File: src/rtl/ppu_pkg.sv
// Shared PPU constants: bus widths, region map and DMA writer FSM states.
// Region bases describe the 12-bit PPU word address map.
package ppu_pkg;

  localparam int PPU_ADDR_W = 12;
  localparam int PPU_DATA_W = 32;

  localparam logic [PPU_ADDR_W-1:0] PPU_TILE_BUF_BASE = 12'h000;
  localparam logic [PPU_ADDR_W-1:0] PPU_TILE_GFX_BASE = 12'h400;
  localparam logic [PPU_ADDR_W-1:0] PPU_SPR_GFX_BASE  = 12'h800;
  localparam logic [PPU_ADDR_W-1:0] PPU_PALETTE_BASE  = 12'hC00;
  localparam logic [PPU_ADDR_W-1:0] PPU_OAM_BASE      = 12'hE00;

  typedef enum logic [1:0] {
    IDLE,
    ARM,
    XFER,
    FINISH
  } dma_state_t;

  function automatic logic in_oam(input logic [PPU_ADDR_W-1:0] a);
    return a >= PPU_OAM_BASE;
  endfunction

endpackage

File: src/rtl/ppu_dma_writer.sv
// Streams ready/valid words into consecutive PPU addresses.
// Define PPU_DMA_VBLANK_GATE_EN to gate transfers on vblank.
module ppu_dma_writer
  import ppu_pkg::*;
#(
  parameter int ADDR_W = PPU_ADDR_W,
  parameter int DATA_W = PPU_DATA_W,
  parameter int LEN_W  = 9
) (
  input  logic              clk,
  input  logic              reset,
  input  logic              start,
  input  logic [ADDR_W-1:0] base_addr,
  input  logic [LEN_W-1:0]  length,
  input  logic              abort,
  input  logic              vblank,
  input  logic              src_valid,
  input  logic [DATA_W-1:0] src_data,
  output logic              src_ready,
  output logic [ADDR_W-1:0] address,
  output logic [DATA_W-1:0] write_data,
  output logic              write,
  output logic              chipselect,
  output logic              busy,
  output logic              done,
  output logic              aborted
);

  dma_state_t        state;
  logic [ADDR_W-1:0] ptr;
  logic [LEN_W-1:0]  remaining;
  logic              empty_q;
  logic              gate_open;
  logic              handshake;

`ifdef PPU_DMA_VBLANK_GATE_EN
  assign gate_open = vblank;
`else
  logic unused_vblank;
  assign unused_vblank = vblank;
  assign gate_open     = 1'b1;
`endif

  assign src_ready = (state == XFER) && gate_open;
  assign busy      = (state != IDLE);
  assign handshake = src_valid & src_ready;

  always_ff @(posedge clk or posedge reset) begin
    if (reset) begin
      state      <= IDLE;
      ptr        <= '0;
      remaining  <= '0;
      empty_q    <= 1'b0;
      address    <= '0;
      write_data <= '0;
      write      <= 1'b0;
      chipselect <= 1'b0;
      done       <= 1'b0;
      aborted    <= 1'b0;
    end else begin
      write      <= 1'b0;
      chipselect <= 1'b0;
      done       <= 1'b0;
      aborted    <= 1'b0;
      unique case (state)
        IDLE: begin
          if (start) begin
            ptr       <= base_addr;
            remaining <= length;
            empty_q   <= (length == '0);
            state     <= ARM;
          end
        end
        ARM: begin
          if (abort) begin
            aborted <= 1'b1;
            state   <= IDLE;
          end else if (remaining == '0) begin
            // Empty transfer: done shows while FINISH is busy.
            done  <= 1'b1;
            state <= FINISH;
          end else if (gate_open) begin
            state <= XFER;
          end
        end
        XFER: begin
          if (abort) begin
            aborted <= 1'b1;
            state   <= IDLE;
          end else if (handshake) begin
            write      <= 1'b1;
            chipselect <= 1'b1;
            write_data <= src_data;
            address    <= ptr;
            ptr        <= ptr + 1'b1;
            remaining  <= remaining - 1'b1;
            if (remaining == LEN_W'(1))
              state <= FINISH;
          end
        end
        FINISH: begin
          // Final bus write is on the bus now; done follows it.
          done  <= !empty_q;
          state <= IDLE;
        end
        default: state <= IDLE;
      endcase
    end
  end

endmodule
File: config.mk
export PLATFORM = sky130hd
export DESIGN_NAME = ppu_dma_writer
export DESIGN_NICKNAME = d
export VERILOG_FILES = /design/src/rtl/ppu_pkg.sv /design/src/rtl/ppu_dma_writer.sv
export SDC_FILE = /design/constraint.sdc
export NUM_CORES = 1
export LEC_CHECK = 0
export CAP_MARGIN = 20
export CORE_MARGIN = 2
export CORE_UTILIZATION = 46
export DETAILED_ROUTE_END_ITERATION = 16
export GPL_ROUTABILITY_DRIVEN = 0
export GPL_TIMING_DRIVEN = 0
export PLACE_DENSITY = 0.8
export SLEW_MARGIN = 25
export SYNTH_ARGS = -nofsm -noshare
export SYNTH_HDL_FRONTEND = slang
export SYNTH_SLANG_ARGS = --single-unit
export TNS_END_PERCENT = 50
File: constraint.sdc
create_clock -name clk -period 2.9 [get_ports clk]
set_clock_uncertainty 0.05 [all_clocks]
set_input_delay 0.58 -clock clk [delete_from_list [all_inputs] [get_ports clk]]
set_output_delay 0.58 -clock clk [all_outputs]
set_load 0.03 [all_outputs]
Word level (Yosys, flattened, before mapping) --
Cells that the tools add are included.
Storage, ports and cells: bits in registers 71, output and inout port bits 50, word-level logic and storage cells 56
Operators by class: add/sub/neg operators 2, equal/unequal tests 9, mux-type cells 23, bitwise gates (word level) 2, reductions and logical operators 11
Operators by type and width (count):
- two-way mux 12 bit | 3
- two-way mux 9 bit | 3
- one-hot mux 12 bit (2 select lines) | 1
- logical NOT 9 bit | 2
- one-hot mux 9 bit (2 select lines) | 1
- adder 12 x 1 -> 12 bit, second input constant | 1
- two-way mux 2 bit | 5
- equality test 9 x 1 -> 1 bit, second input constant | 1
- subtractor 9 x 1 -> 9 bit, second input constant | 1
- two-way mux 1 bit | 8
- one-hot mux 2 bit (4 select lines) | 1
- != test 3 x 2 -> 1 bit, second input constant | 2
- AND reduction 3 bit | 2
- equality test 2 bit, second input constant | 2
- != test 2 bit, second input constant | 2
- AND reduction 4 bit | 1
- nonzero test 2 bit | 2
- equality test 2 x 1 -> 1 bit, second input constant | 1
- logical NOT 2 bit | 1
- != test 2 x 1 -> 1 bit, second input constant | 1
- one-hot mux 1 bit (2 select lines) | 1
- AND reduction 2 bit | 1
- OR reduction 2 bit | 1
- AND 1 bit | 1
- other kinds (2) | 2

Logic depth before layout (Yosys ltp) --
Gate-level depths: netlist of run 1.
depth after elaboration 5, mapped depth 8

Worst setup path before layout of run 1 --
Ideal clock, no wire load.
path kind flip-flop to flip-flop, start register state[0], end register ptr[7], setup time 0.080 ns, data arrival time 1.780 ns, data required time 2.770 ns, setup slack 0.990 ns, cell stages (with the launch flop) 9, clock period less this slack 1.910 ns, path through dfrtp_1 inv_1 ha_1 nand3b_1 buf_4 a21oi_4 buf_6 o22ai_1 nor3_2
On the way: word-level cells in the longest chain between the ends 4, elaborated cells between the ends (all ways) 9
Ends and longest elaborated chain:
- start: declaration | RTL line ppu_dma_writer.sv:29 | dma_state_t state;
- start signal: assignment | RTL line ppu_dma_writer.sv:50 | state <= IDLE;
- start signal: assignment | RTL line ppu_dma_writer.sv:71 | state <= ARM;
- start signal: assignment | RTL line ppu_dma_writer.sv:77 | state <= IDLE;
- equality test 2 bit * | RTL line ppu_dma_writer.sv:44 | assign src_ready = (state == XFER) && gate_open;
- via src_ready | RTL line ppu_dma_writer.sv:19 | output logic src_ready,
- AND 1 bit | RTL line ppu_dma_writer.sv:46 | assign handshake = src_valid & src_ready;
- != test 2 x 1 -> 1 bit (no source line)
- AND reduction 4 bit (no source line)
- end signal: assignment | RTL line ppu_dma_writer.sv:68 | ptr <= base_addr;
- end signal: assignment | RTL line ppu_dma_writer.sv:95 | ptr <= ptr + 1'b1;
- end: declaration | RTL line ppu_dma_writer.sv:30 | logic [ADDR_W-1:0] ptr;
Mark *: on every way through the listed nets, which the timed path passes. The rest lies on a longest branch. A chain may end at the register's enable or synchronous reset.

Final worst setup path of run 1 --
start register state[0], end output port src_ready
On the way: word-level cells in the longest chain between the ends 1
Ends and longest elaborated chain (RTL line):
- equality test 2 bit | ppu_dma_writer.sv:44
- end: declaration | ppu_dma_writer.sv:19
No other way between the ends.

==> results_dict.tcl, run 1 <==
set metrics [dict create \
    status "finished clean" \
    wl_per_cell_um 14.68 \
    layout.nets 545 \
    p_int_uw 3078 \
    syn_inst 358 \
    grt_pass1_wl_mm 14.27 \
    drcViolationCount 0 \
    hold_depth 2 \
    r2r_cells 8 \
    cts_buffer_depth 2 \
    grt_antenna_before_repair 0 \
    setup_violations 0 \
    crit_chain "inv_1 > ha_1 > clkdlybuf4s50_1" \
    grt_max_degree 53 \
    ir_drop_v 0.0005273 \
    pre_cts_slack_ps 555.8 \
    synth-edff-count 0 \
    start_util_pct 47.18 \
    rrSetupSlack_ps 870 \
    power_density_nw_per_um2 1135 \
    synth_top_area_share_pct 52.48 \
    leakage_uw 0.002143 \
    p_seq_share_pct 32.7 \
    synthTopCellsByArea "dfrtp_1, nand2_1, mux2_2" \
    ys_seq_elements 71 \
    syn_avg_cell_area_um2 9.457 \
    num_rows 31 \
    die_x_um 89.79 \
    post_cts_resized 0 \
    whs_endpoint "write_data[25]" \
    grt_use_total_pct 21.62 \
    drive_gt1_share_pct 10.79 \
    final_common_cell "nand2_1" \
    startpoint "state[0]" \
    clock-sinks 71 \
    drt-pass1-iter-count 4 \
    timing.final.hold_violations 0 \
    async_flop_share_pct 100.0 \
    grt_overflow_total 0 \
    cp.required_ps 2270 \
    crit_buf_inv 2 \
    fmax_mhz 394.6 \
    final_cell_mix "nand2_1, clkdlybuf4s50_1, dfrtp_1, a21oi_1, nor2_1" \
    ys_seq_area_share_pct 52.48 \
    vias 3048 \
    hold_path.startpoint "write_data[25]" \
    slew_headroom_pct 65.18 \
    cts_buffers 9 \
    rsz0062_at_grt "no" \
    hold_buffers 0 \
    comb_power_share_pct 52.7 \
    crit_type "flip-flop to output port" \
    p_sw_share_pct 43.59 \
    grt_pass1_vias 2893 \
    drv_slew 0 \
    fin_ws_ps 365.9 \
    slowest_delay_ps 720 \
    rr_endpoint "write_data[19]" \
    r2r_start "state[0]" \
    ios 109 \
    drt_iter0_markers 157 \
    diodes 0 \
    dp_hpwl_mm 6.248 \
    yosys_warnings 0 \
    htreeDepth 3 \
    maxCapViolCount 0 \
    critPathTopFamily "buffers and inverters" \
    tightest_slew_ps 522.4 \
    synth_flop_cell "dfrtp_1" \
    syn_area_um2 3386 \
    final.setup.tns_ps 0 \
    post-route-period-util_pct 87.38 \
    cp-start-kind "flip-flop" \
    synth_top_area_cell "dfrtp_1" \
    multi_input_area_um2 1469 \
    fillCellCount 554 \
    hp-class "flip-flop to flip-flop" \
    dp_cells 565 \
    postCtsSetupRepairBufs 0 \
    die_h_um 89.79 \
    core_um2 7176 \
    synth_fp_nets 426 \
    layout_min_cycle_time_ps 2534 \
    cpMaxStageDelayCell "clkdlybuf4s50_1" \
    area_growth_pct 42.02 \
    synth_cell_types 42 \
    worst_setup_path_end_kind "output port" \
    cp_data_arrival_time_ps 1900 \
    clk_pin_slew_worst_paths_ps 80 \
    power_frac_clock_pct 14.6 \
    portBuffers 107 \
    cts_tree "yes" \
    die_area_um2 8062 \
    viasPerCell 5.246 \
    cp_max_fo 7 \
    power_switching_uw 2378 \
    root_buffer "clkbuf_8" \
    clk_latency_ps 350 \
    routed_wl_mm 8.531 \
    seq_area_um2 1777 \
    layoutNonFillerInstCount 581 \
    drtAntennaViolNets 0 \
]
==> power groups by stage <==
stage	registers (µW)	logic, µW	clock network (µW)
final	1780	2880	797
after global routing	1840	3100	855
after CTS	1780	2890	814
after detailed placement	1800	2880	0
after global placement	1770	2810	0
after floorplan	2370	1200	0
==> cell type report <==
class,instances,share of cell area [%]
sequential,71,36.95
multi-input combinational,258,30.55
timing repair buffer,108,22.85
clock buffer,10,2.654
tap,99,2.576
buffer,19,2.134
clock inverter,6,1.457
inverter,10,0.8327
==> how the worst max path moves through the flow <==
| stage | end | depth (start not counted) | slack (ps) |
|---|---|---|---|
| 5_1_grt | src_ready | 3 | 290 |
| 2_1_floorplan | aborted | 1 | 470 |
| 3_3_place_gp | write_data[17] | 2 | -730 |
| 4_1_cts | src_ready | 3 | 360 |
| 6_report | src_ready | 3 | 370 |
| 3_5_place_dp | write_data[19] | 7 | 560 |
==> metal layers <==
layer | track usage [%] | vias up | part of all wire [%]
met5 | 0 | - | 0
met4 | 6.923 | 0 | 1.0
met3 | 3.521 | 9 | 6.0
met2 | 35.23 | 124 | 48
met1 | 29.89 | 1459 | 45
li1 | - | 1456 | -
==> synthesized netlist by cell type, types with 4 or more instances <==
cell       instances
ha_1               9
nand2b_1           6
nand3b_1           4
nand4_1            5
mux2_2            12
o22ai_1           13
and4_1             5
o21ai_0           11
a2bb2oi_1          5
nand2_1          112
a21oi_1           16
buf_2             10
nand3_1            7
nor3_1             6
nor2_1            16
dfrtp_1           71
mux2i_1            4
inv_1             10
==> cells by family after synthesis <==
| group | count (synthesis) | synth area share [%] |
|---|---|---|
| muxes | 16 | 5.174 |
| and+or+nand+nor | 175 | 23.84 |
| DFF | 71 | 52.48 |
| adders and majority gates | 9 | 3.326 |
| AOI/OAI and AO/OA | 58 | 11.05 |
| buffers and inverters | 29 | 4.139 |
==> metrics by stage <==
step | area (µm²) | util (%) | power (µW) | hold WS (ps)
2_1_floorplan | 3386 | - | 3571 | 392.7
3_3_place_gp | 4581 | 63.84 | 4578 | 405.8
3_5_place_dp | 4611 | 64.25 | 4674 | 411.5
4_1_cts | 4808 | 67.01 | 5482 | 430.4
5_1_grt | 4808 | 67.01 | 5795 | 447.8
6_report | 4808 | 67.01 | 5456 | 426.6
==> tightest hold or removal path, stage by stage (launching register included) <==
cell and delay [ps]:
dfrtp_1 340, nand2_1 50, nand2_1 60
==> state kept, by name (all words and copies together) (netlist names) <==
name	count
write_data	32
done	1
chipselect	1
remaining	9
aborted	1
ptr	12
state	2
empty_q	1
address	12
Power figures use the tool's default switching activity.
==> run 2: changes to the inputs <==
CTS_CLUSTER_DIAMETER = 120   (was default)
REMOVE_ABC_BUFFERS = 1   (was default)
==> run 2 against run 1 <==
Compared with the run above:
- core utilization decreased by 0.47 points
- sequential power about the same
- first-iteration DRC count decreased by 25%
- register-to-register slack got worse by 530 ps
- sequential share of layout area increased by 0.26 points
- non-clock buffer count decreased by 16
- flip-flop and latch count unchanged
- clock power increased by 2.6%
- total power decreased by 0.73%
- wire length about the same
==> results_dict.tcl, run 2 (same netlist as run 1, synthesis figures left out) <==
set metrics [dict create \
    status "finished clean" \
    maxCapViolCount 0 \
    vias 2966 \
    rr_endpoint "remaining[8]" \
    postCtsSetupRepairBufs 0 \
    layout_min_cycle_time_ps 2765 \
    grt_overflow_total 0 \
    crit_type "flip-flop to output port" \
    htreeDepth 3 \
    hp-class "flip-flop to flip-flop" \
    die_h_um 89.79 \
    power_density_nw_per_um2 1134 \
    drtAntennaViolNets 0 \
    seq_area_um2 1777 \
    multi_input_area_um2 1490 \
    timing.final.hold_violations 0 \
    startpoint "state[0]" \
    final_common_cell "nand2_1" \
    whs_endpoint "write_data[29]" \
    clk_latency_ps 340 \
    hold_path.startpoint "write_data[29]" \
    grt_antenna_before_repair 0 \
    hold_depth 2 \
    whs_ps 429.5 \
    cp.required_ps 2270 \
    drcViolationCount 0 \
    regMostFlops "write_data" \
    dp_cells 549 \
    grt_use_total_pct 21.54 \
    ios 109 \
    ir_drop_v 0.0004478 \
    layoutNonFillerInstCount 566 \
    clock-sinks 71 \
    cts_buffers 9 \
    start_util_pct 47.18 \
    slew_headroom_pct 58.27 \
    cp_data_arrival_time_ps 2140 \
    worst_setup_path_end_kind "output port" \
    drt-pass1-iter-count 4 \
    die_area_um2 8062 \
    grt_pass1_wl_mm 14.17 \
    tightest_slew_ps 626.0 \
    drive_gt1_share_pct 9.636 \
    root_buffer "clkbuf_8" \
    largest_reg_flops 32 \
    fmax_mhz 361.6 \
    rsz0062_at_grt "no" \
    rrSetupSlack_ps 340 \
    cp_max_fo 43 \
    fillCellCount 558 \
    final_cell_mix "nand2_1, clkdlybuf4s50_1, dfrtp_1, a21oi_1, nor2_1" \
    clk_pin_slew_worst_paths_ps 80 \
    layout.nets 530 \
    core_um2 7176 \
    cp-start-kind "flip-flop" \
    diodes 0 \
    portBuffers 107 \
    wl_per_cell_um 15.07 \
    num_rows 31 \
    drt_iter0_markers 118 \
    die_x_um 89.79 \
    grt_max_degree 51 \
    r2r_cells 7 \
    total_power_uw 5417 \
    cts_buffer_depth 2 \
    viasPerCell 5.240 \
    setup_violations 0 \
    area_growth_pct 41.02 \
    leakage_uw 0.002096 \
    grt_pass1_vias 2845 \
    cts_tree "yes" \
    r2r_start "state[0]" \
    drv_slew 0 \
    dp_hpwl_mm 6.013 \
    routed_wl_mm 8.530 \
    reg_top3 "write_data (32), address (12), ptr (12)" \
    post-route-period-util_pct 95.36 \
]
[run 2: per-layer routing]
| metal | wire length [µm] | part of all wire, % | global-route usage [%] |
|---|---|---|---|
| met2 | 3826 | 45 | 32.77 |
| met5 | 0 | 0 | 0 |
| met4 | 123 | 1.4 | 7.821 |
| met3 | 504 | 5.9 | 4.275 |
| met1 | 4075 | 48 | 30.91 |
[run 2: what timing repair did]
action | CTS | global route
pin swaps | 0 | 1
endpoints found under the setup margin | 40 | 30
gates cloned | 0 | 1
hold buffers | 0 | 0
resized for setup | 1 | 1
[run 2: how the worst max path moves through the flow]
| stage | end | slack [ps] | cells past startpoint |
|---|---|---|---|
| global placement | write_data[27] | -2190 | 6 |
| CTS | src_ready | 120 | 3 |
| floorplan | ptr[11] | -960 | 6 |
| global route | src_ready | 2 | 3 |
| detailed placement | write_data[16] | -60 | 7 |
| finish | src_ready | 130 | 3 |
[run 2: cell type report]
class,instances,area share (%)
well taps,99,2.594
clock buffers,10,2.883
flip-flops and latches,71,37.21
clock inverters,6,1.468
inverters,10,0.9172
repair buffers,111,23.72
multi-input cells,259,31.21
[run 2: worst max-delay path, cell delays in order, from the launching register on]
cell,delay (ps)
dfrtp_1,430
inv_1,170
ha_4,430
clkdlybuf4s50_1,750
[run 2: report_power, final]
part / leakage (µW) / internal, µW / switching, µW
clock network: 0.0000947 / 424 / 394
registers: 0.000879 / 1460 / 357
logic: 0.00112 / 1170 / 1610
[run 2: per-stage QoR]
step	TNS, ps	setup slack [ps]	area, µm²	util [%]
floorplan	-55030	-964.7	3283	-
global placement	-178360	-2188	4478	62.41
detailed placement	-441.7	-55.56	4544	63.33
CTS	0	123.1	4762	66.36
global route	0	2.261	4775	66.54
finish	0	134.6	4775	66.54
